File: src/rtl/dvp_pkg.sv
`default_nettype none
// +---------------------------------------------------------------------------+
// | dvp_pkg                                                                   |
// | Shared state encoding and time conversion for the DVP sensor sequencer.   |
// | Revision: 1.0                                                             |
// +---------------------------------------------------------------------------+
package dvp_pkg;

    typedef enum logic [2:0] {
        S_PWDN  = 3'd0,
        S_RESET = 3'd1,
        S_BOOT  = 3'd2,
        S_CFG   = 3'd3,
        S_WAIT  = 3'd4,
        S_READY = 3'd5,
        S_FAULT = 3'd6
    } seq_state_e;

    function automatic int unsigned us_to_cycles(input int unsigned hz, input int unsigned us);
        return (hz / 32'd1_000_000) * us;
    endfunction

endpackage : dvp_pkg
`default_nettype wire

File: src/rtl/dvp_sensor_seq.sv
`default_nettype none
// +---------------------------------------------------------------------------+
// | dvp_sensor_seq                                                            |
// | Sensor power-up, SCCB config handshake, retry with power cycle, fault.    |
// | Revision: 1.0                                                             |
// +---------------------------------------------------------------------------+
module dvp_sensor_seq
    import dvp_pkg::*;
#(
    parameter int unsigned CLK_HZ         = 24_000_000,
    parameter int unsigned T_PWDN_US      = 1_000,
    parameter int unsigned T_RST_US       = 1_000,
    parameter int unsigned T_BOOT_US      = 20_000,
    parameter int unsigned CFG_TIMEOUT_US = 100_000,
    parameter int unsigned MAX_RETRY      = 3
) (
    input  logic       dvp_clk,
    input  logic       rst_n,
    input  logic       restart,
    input  logic       cfg_done,
    input  logic       cfg_err,
    output logic       cam_pwdn,
    output logic       cam_rst_n,
    output logic       cfg_start,
    output logic       ready,
    output logic       fault,
    output logic [2:0] state_dbg
);

    localparam int unsigned N_PWDN = us_to_cycles(CLK_HZ, T_PWDN_US);
    localparam int unsigned N_RST  = us_to_cycles(CLK_HZ, T_RST_US);
    localparam int unsigned N_BOOT = us_to_cycles(CLK_HZ, T_BOOT_US);
    localparam int unsigned N_TO   = us_to_cycles(CLK_HZ, CFG_TIMEOUT_US);

    localparam int unsigned N_MAX_A = (N_PWDN > N_RST)   ? N_PWDN  : N_RST;
    localparam int unsigned N_MAX_B = (N_BOOT > N_TO)    ? N_BOOT  : N_TO;
    localparam int unsigned N_MAX   = (N_MAX_A > N_MAX_B) ? N_MAX_A : N_MAX_B;

    localparam int TW = (N_MAX > 1) ? $clog2(N_MAX) : 1;
    localparam int RW = $clog2(MAX_RETRY + 1);

    localparam logic [TW-1:0] PWDN_LAST = TW'(N_PWDN - 1);
    localparam logic [TW-1:0] RST_LAST  = TW'(N_RST - 1);
    localparam logic [TW-1:0] BOOT_LAST = TW'(N_BOOT - 1);
    localparam logic [TW-1:0] TO_LAST   = TW'(N_TO - 1);
    localparam logic [RW-1:0] RETRY_LIM = RW'(MAX_RETRY);

    if ((N_PWDN < 1) || (N_RST < 1) || (N_BOOT < 1) || (N_TO < 1)) begin : g_bad_timing
        $error("dvp_sensor_seq: every phase must last at least one dvp_clk cycle");
    end
    if (MAX_RETRY < 1) begin : g_bad_retry
        $error("dvp_sensor_seq: MAX_RETRY must be at least 1");
    end

    seq_state_e    state_q, state_d;
    logic [TW-1:0] timer_q, timer_d;
    logic [RW-1:0] retry_cnt_q, retry_cnt_d;
    logic [RW-1:0] retry_inc;

    logic cam_pwdn_q, cam_pwdn_d;
    logic cam_rst_n_q, cam_rst_n_d;
    logic cfg_start_q, cfg_start_d;
    logic ready_q, ready_d;
    logic fault_q, fault_d;

    assign retry_inc = retry_cnt_q + RW'(1);

    // restart outranks everything; inside S_WAIT an error or timeout outranks done
    always_comb begin
        state_d     = state_q;
        retry_cnt_d = retry_cnt_q;
        if (restart) begin
            state_d     = S_PWDN;
            retry_cnt_d = '0;
        end else begin
            case (state_q)
                S_PWDN:  if (timer_q == PWDN_LAST) state_d = S_RESET;
                S_RESET: if (timer_q == RST_LAST)  state_d = S_BOOT;
                S_BOOT:  if (timer_q == BOOT_LAST) state_d = S_CFG;
                S_CFG:   state_d = S_WAIT;
                S_WAIT: begin
                    if (cfg_err || (timer_q == TO_LAST)) begin
                        retry_cnt_d = retry_inc;
                        state_d     = (retry_inc < RETRY_LIM) ? S_PWDN : S_FAULT;
                    end else if (cfg_done) begin
                        state_d = S_READY;
                    end
                end
                S_READY: state_d = S_READY;
                S_FAULT: state_d = S_FAULT;
                default: state_d = S_PWDN;
            endcase
        end
    end

    // Terminal states hold the timer at zero so it never wraps while idle
    always_comb begin
        timer_d = timer_q + TW'(1);
        if (restart || (state_d != state_q) ||
            (state_q == S_READY) || (state_q == S_FAULT)) begin
            timer_d = '0;
        end
    end

    // Outputs decoded from the next state so the registered pins line up with state_q
    always_comb begin
        cam_pwdn_d  = (state_d == S_PWDN) || (state_d == S_FAULT);
        cam_rst_n_d = (state_d == S_BOOT) || (state_d == S_CFG) ||
                      (state_d == S_WAIT) || (state_d == S_READY);
        cfg_start_d = (state_d == S_CFG);
        ready_d     = (state_d == S_READY);
        fault_d     = (state_d == S_FAULT);
    end

    always_ff @(posedge dvp_clk or negedge rst_n) begin
        if (!rst_n) begin
            state_q     <= S_PWDN;
            timer_q     <= '0;
            retry_cnt_q <= '0;
            cam_pwdn_q  <= 1'b1;
            cam_rst_n_q <= 1'b0;
            cfg_start_q <= 1'b0;
            ready_q     <= 1'b0;
            fault_q     <= 1'b0;
        end else begin
            state_q     <= state_d;
            timer_q     <= timer_d;
            retry_cnt_q <= retry_cnt_d;
            cam_pwdn_q  <= cam_pwdn_d;
            cam_rst_n_q <= cam_rst_n_d;
            cfg_start_q <= cfg_start_d;
            ready_q     <= ready_d;
            fault_q     <= fault_d;
        end
    end

    assign cam_pwdn  = cam_pwdn_q;
    assign cam_rst_n = cam_rst_n_q;
    assign cfg_start = cfg_start_q;
    assign ready     = ready_q;
    assign fault     = fault_q;
    assign state_dbg = state_q;

endmodule : dvp_sensor_seq
`default_nettype wire

File: config.mk
export PLATFORM = sky130hd
export DESIGN_NAME = dvp_sensor_seq
export DESIGN_NICKNAME = d
export VERILOG_FILES = /design/src/rtl/dvp_pkg.sv /design/src/rtl/dvp_sensor_seq.sv
export SDC_FILE = /design/constraint.sdc
export NUM_CORES = 1
export LEC_CHECK = 0
export CORE_ASPECT_RATIO = 0.8
export CORE_MARGIN = 1
export CORE_UTILIZATION = 60
export DETAILED_ROUTE_END_ITERATION = 6
export GPL_TIMING_DRIVEN = 0
export PLACE_DENSITY = 0.82
export SLEW_MARGIN = 20
export SYNTH_ARGS = -nofsm -noshare
export SYNTH_HDL_FRONTEND = slang
export SYNTH_SLANG_ARGS = --single-unit
export TNS_END_PERCENT = 100
File: constraint.sdc
create_clock -name dvp_clk -period 4.1 [get_ports dvp_clk]
set_input_delay 0.41 -clock dvp_clk [delete_from_list [all_inputs] [get_ports dvp_clk]]
set_output_delay 0.41 -clock dvp_clk [all_outputs]
set_load 0.01 [all_outputs]
== Word-level counts from Yosys, hierarchy flattened ==
Cells that the tools add are included.
Storage, ports and cells
  latch bits: 0
  logic and storage cells: 51
  memories kept: 0
  ROM bits: 0
  register bits after elaboration: 32
  RAM bits: 0
Operators by class
  divide/modulo/power cells: 0
  multiplexer cells: 12
  eq/ne operators: 15
  reduce and logical (&&, ||, !) cells: 13
  $lt $le $gt $ge: 1
  shift operators: 0
  bitwise gates (word level): 0
  add/subtract/negate cells: 2
  $mul: 0
Operators with widths (count)
  22-bit by 1-bit adder with 22-bit output, second input constant: 1
  22-bit by 15-bit equality test with 1-bit output, second input constant: 1
  22-bit by 19-bit equality test with 1-bit output, second input constant: 1
  22-bit equality test, second input constant: 1
  22-bit 2-to-1 mux: 1
  3-bit 2-to-1 mux: 7
  3-bit one-hot mux with 7 select lines: 1
  3-bit equality test, second input constant: 6
  3-bit by 2-bit equality test with 1-bit output, second input constant: 4
  1-bit logical OR: 8
  3-bit logical NOT: 2
  2-bit 2-to-1 mux: 3
  2-bit nonzero test: 2
  3-bit by 1-bit equality test with 1-bit output, second input constant: 1
  3-bit != test: 1
  2-bit by 1-bit adder with 2-bit output, second input constant: 1
  2-bit less-than comparator, second input constant: 1
  2-bit AND reduction: 1

== Depth between registers and ports, before layout ==
  depth in word-level cells: 11
  depth in mapped cells: 8
  mapped depth without buffers: 8

== Least setup slack after synthesis ==
OpenSTA, ideal clock, no wires.
  path kind: reg2reg
  start point: register state_q[2] (netlist: state_dbg[2])
  end point: register timer_q[15]
  arrival time: 2.081 ns
  library setup time: 0.119 ns
  path buffers: 2
  cell stages (with the launch flop): 9
  setup slack: 1.900 ns
  data required time: 3.981 ns
  period minus slack after synthesis: 2.200 ns
  cell sequence: dfrtp_1 > clkbuf_1 > or4b_2 > nor4_1 > and3_1 > a21oi_2 > or4b_4 > buf_6 > nor2_2
Between the ends
  cells in the longest elaborated chain, start to end: 9
  elaborated cells on any way between the ends: 19
  those cells by class: 7 x eq/ne; 8 x mux; 4 x reduce/logical
RTL lines
  start, declared: line dvp_sensor_seq.sv:55  | seq_state_e state_q, state_d;
  start signal, assigned: line dvp_sensor_seq.sv:126  | state_q <= state_d;
  3-bit 2-to-1 mux: line dvp_sensor_seq.sv:85  | end else if (cfg_done) begin
  3-bit 2-to-1 mux: line dvp_sensor_seq.sv:82  | if (cfg_err || (timer_q == TO_LAST)) begin
  3-bit one-hot mux with 7 select lines: line dvp_sensor_seq.sv:76  | case (state_q)
  3-bit 2-to-1 mux: line dvp_sensor_seq.sv:72  | if (restart) begin
  3-bit != test: line dvp_sensor_seq.sv:99  | if (restart || (state_d != state_q) ||
  1-bit logical OR (2 in series): line dvp_sensor_seq.sv:99
  1-bit logical OR (*): line dvp_sensor_seq.sv:100  | (state_q == S_READY) || (state_q == S_FAULT)) begin
  22-bit 2-to-1 mux (*): line dvp_sensor_seq.sv:99
  named net timer_d[15]: line dvp_sensor_seq.sv:56  | logic [TW-1:0] timer_q, timer_d;
  end signal, assigned: line dvp_sensor_seq.sv:127  | timer_q <= timer_d;
  end, declared: line dvp_sensor_seq.sv:56
The timed path passes the listed nets; every way through them passes the cells marked *.
A chain may end at the register's enable or synchronous reset.

== Worst setup path in the final report ==
  start point: register state_q[2] (netlist: state_dbg[2])
  end point: register timer_q[19]
The elaborated chain is that of the path after synthesis.

==> reports/qor.csv <==
stage;metric;value;unit
power;clkPwrFrac;40.3;%
power;seqPwrFrac;55.3;%
power;power_density;302;nW/µm²
grt;grt-ovfl-total;0;
critical_path;cp.arrival;2.65;ns
critical_path;path_delay_family;simple AND/OR/NAND/NOR gates;
yosys;synth_compound_area_share;6.96;%
drt;drc;0;
timing;skew;0.0176;ns
grt;grt_use_met1;37.7;%
cts;cts_buffer_depth;2;
critical_path;endpoint_kind;flop;
yosys;ys_top_cells_by_area;dfrtp_1 (46%), xor2_1 (6.7%), nor2_1 (5.6%), xnor2_1 (5.2%), nor2_2 (3.7%);
drt;first_pass_iters;4;
yosys;synth.area.mux_share;0.592;%
yosys;netlist_instances;169;
yosys;synth-simple-area-share;27.8;%
cells_and_area;utilization;74.8;%
timing;max_freq;0.413;GHz
drt;routed_wl;3300;µm
power;p_sw;0.000125;W
flow_run;maxCapViolations;0;
yosys;synth_top_area_share;45.9;%
timing;drv_slew;0;
cts;cts_root_buf;clkbuf_4;
critical_path;max_stage_delay;0.69;ns
drt;via_per_inst;5.67;
place;port_buffers;11;
power;peakVddDrop;0.000245;V
power;p_sw_share;21.6;%
floorplan;row_count;16;
cts;cts_buffers;5;
yosys;synth_area_leader_cell;dfrtp_1;
yosys;synth_top_family_by_area;simple AND/OR/NAND/NOR gates;
power;internal_power;0.000454;W
cts;cts_tree;yes;
critical_path;crit_slowest_cell;or4b_2;
grt;grt_pass1_wl;5830;µm
yosys;synth_edf_count;0;
yosys;ys.flop_type;dfrtp_1;
yosys;ys_ff_latch;32;
floorplan;die_area;3040;µm²
critical_path;startpoint_type;flop;
cts;clkLatencyLatePin;0.33;ns
yosys;syn_area;1690;µm²
yosys;synth_xor_area_share;11.9;%
floorplan;ioPinCount;13;
critical_path;crit_fanout;10;
worst_hold_path;min-delay-path-class;in -> async;
yosys;synth_adder_area_share;1.48;%
yosys;synth-warning-count;0;
yosys;synth.distinct_cells;41;
yosys;avgSynthCellArea;10.0;µm²
timing;fin_crit_sh;59.0;%
timing;final_hold_viol_count;0;
cts;ctsHoldBuffers;0;
grt;grt-busiest-layer;met2;
timing;setup_viol;0;
cells_and_area;post_route_cells_drive_above_1_share;14.9;%
cells_and_area;seqCellArea;802;µm²
grt;grt_max_degree;33;
floorplan;fp.dieH;49.5;µm
cts;cts_setup_buffers;0;
timing;period_needed;2.42;ns
cells_and_area;fillerInstances;212;
floorplan;core;2560;µm²
status;status;finished clean;
cts;cts.repair.resized;0;
floorplan;die_x;61.3;µm
drt;drtAntennaViolNets;0;
power;p_comb_share;4.3;%
drt;drt_iter0_drc;86;
critical_path;worstPathCellList;clkbuf_1, or4b_2, nor4_1, and3_1, a21oi_2, or4b_4, buf_6, nor2_2;
cts;h-tree-depth;2;
grt;grt_pass1_vias;1275;
drt;vias;1270;
critical_path;worstPathRequired;4.32;ns
timing;fin_tns_setup;0;ns
cts;cts.clk_slew.worst_paths;0.11;ns
critical_path;worst-setup-path-type;reg -> reg;
yosys;synthArstFlopShare;100;%
yosys;ys_seq_area_share;47.4;%
grt;grt.total_usage;26.3;%
cells_and_area;syn_to_final_growth;13.4;%
critical_path;path_buf_inv;2;
floorplan;start_util;66.0;%
timing;worst_pin_slew;0.697;ns
cells_and_area;diodes;0;
timing;rsz0062_at_grt;false;
yosys;syn_nets;176;
cells_and_area;nNetsFinal;194;
place;gp_congestion;0.851;
power;p_leak;0.809;nW
drt;routedWlPerCell;14.7;µm
cells_and_area;multi_input_area;825;µm²
grt;grtUsageMet3;6.56;%
grt;antenna_found_initial;0;
grt;use_met2;38.8;%
place;dp_hpwl;2450;µm
timing;relSlewSlack;53.6;%
cts;numClockSinks;32;
## through the flow
stage                     setup slack, ns  hold slack, ns  std cells  total power, W  instance area [µm²]
final                                1.68           0.105        224        0.000580                 1920
after CTS                            1.71           0.126        224        0.000585                 1920
after global routing                 1.54           0.159        224        0.000601                 1920
after global placement               1.72           0.478        216        0.000351                 1850
after detailed placement             1.71           0.485        216        0.000352                 1840
after floorplan                      1.90           0.114        169        0.000340                 1690
## synth_stat cells (2+ instances only)
| cell type | n |
|---|---|
| nand4bb_1 | 2 |
| nor4_1 | 2 |
| ha_1 | 2 |
| nor2_2 | 10 |
| and3_1 | 5 |
| nor2_1 | 25 |
| dfrtp_1 | 31 |
| inv_1 | 7 |
| clkbuf_1 | 4 |
| nand3_1 | 7 |
| xor2_1 | 13 |
| nand4_1 | 6 |
| nand2_1 | 11 |
| and2_1 | 2 |
| nor3_1 | 3 |
| buf_6 | 2 |
| a311oi_1 | 2 |
| nor2b_1 | 2 |
| xnor2_1 | 10 |
| o21ai_0 | 2 |
## cell usage in the layout (no fill, tap or decap), drive strengths merged, types with 2 or more instances in the layout
cell type / count
o21ai: 2
xor2: 13
nand2: 11
nand4: 6
or4b: 2
ha: 2
nor4: 2
nand4bb: 2
xnor2: 10
nand3: 7
clkbuf: 10
dfrtp: 31
and2: 2
buf: 3
a31oi: 2
nor2: 35
inv: 7
nor3: 4
clkdlybuf4s50: 10
a311oi: 2
nor2b: 2
and3: 5
## routing by layer
layer	vias up	wire, µm	part of all wire (%)
met5	-	0	0
met4	0	66	2.0
met3	9	200	6.1
met2	52	1530	46
met1	593	1500	45
li1	616	-	-
## final timing paths
path / start / slack (ns) / end / depth (start not counted)
setup / recovery: state_dbg[2] / 1.68 / timer_q[19] / 8
hold / removal: rst_n / 0.11 / timer_q[16] / 1
setup reg to reg: state_dbg[2] / 1.68 / timer_q[19] / 8
hold reg to reg: timer_q[0] / 0.50 / timer_q[0] / 1
max in group asynchronous: rst_n / 3.52 / timer_q[5] / 1
min in group dvp_clk: restart / 0.44 / retry_cnt_q[0] / 2
## registers in the layout, summed over array words and instances, names as in the netlist
register,flops
timer_q,22
cam_rst_n,1
state_dbg,3
ready,1
fault,1
cfg_start,1
cam_pwdn,1
retry_cnt_q,2
## cells by family after synthesis
group | count (synthesis)
XOR/XNOR | 23
multiplexers | 1
AO/OA/AOI/OAI | 14
flip-flops | 32
AND/OR/NAND/NOR | 84
buffers and inverters | 13
adder cells (fa/ha/maj) | 2
## layout make-up
cell class,count,share of cell area (%)
timing repair buffer,11,5.48
clock buffer,6,2.15
tap,36,2.35
sequential,32,41.8
clock inverter,2,1.83
buffer,6,1.96
inverter,7,1.37
multi-input combinational,124,43.0
## power groups by stage
stage / registers (W) / logic, W / clock network (W)
floorplan: 0.000326 / 0.0000135 / 0
global placement: 0.000327 / 0.0000244 / 0
detailed placement: 0.000327 / 0.0000253 / 0
CTS: 0.000321 / 0.0000256 / 0.000239
global route: 0.000321 / 0.0000289 / 0.000251
finish: 0.000321 / 0.0000252 / 0.000234
Note: power is estimated with default switching activity, not from simulation.
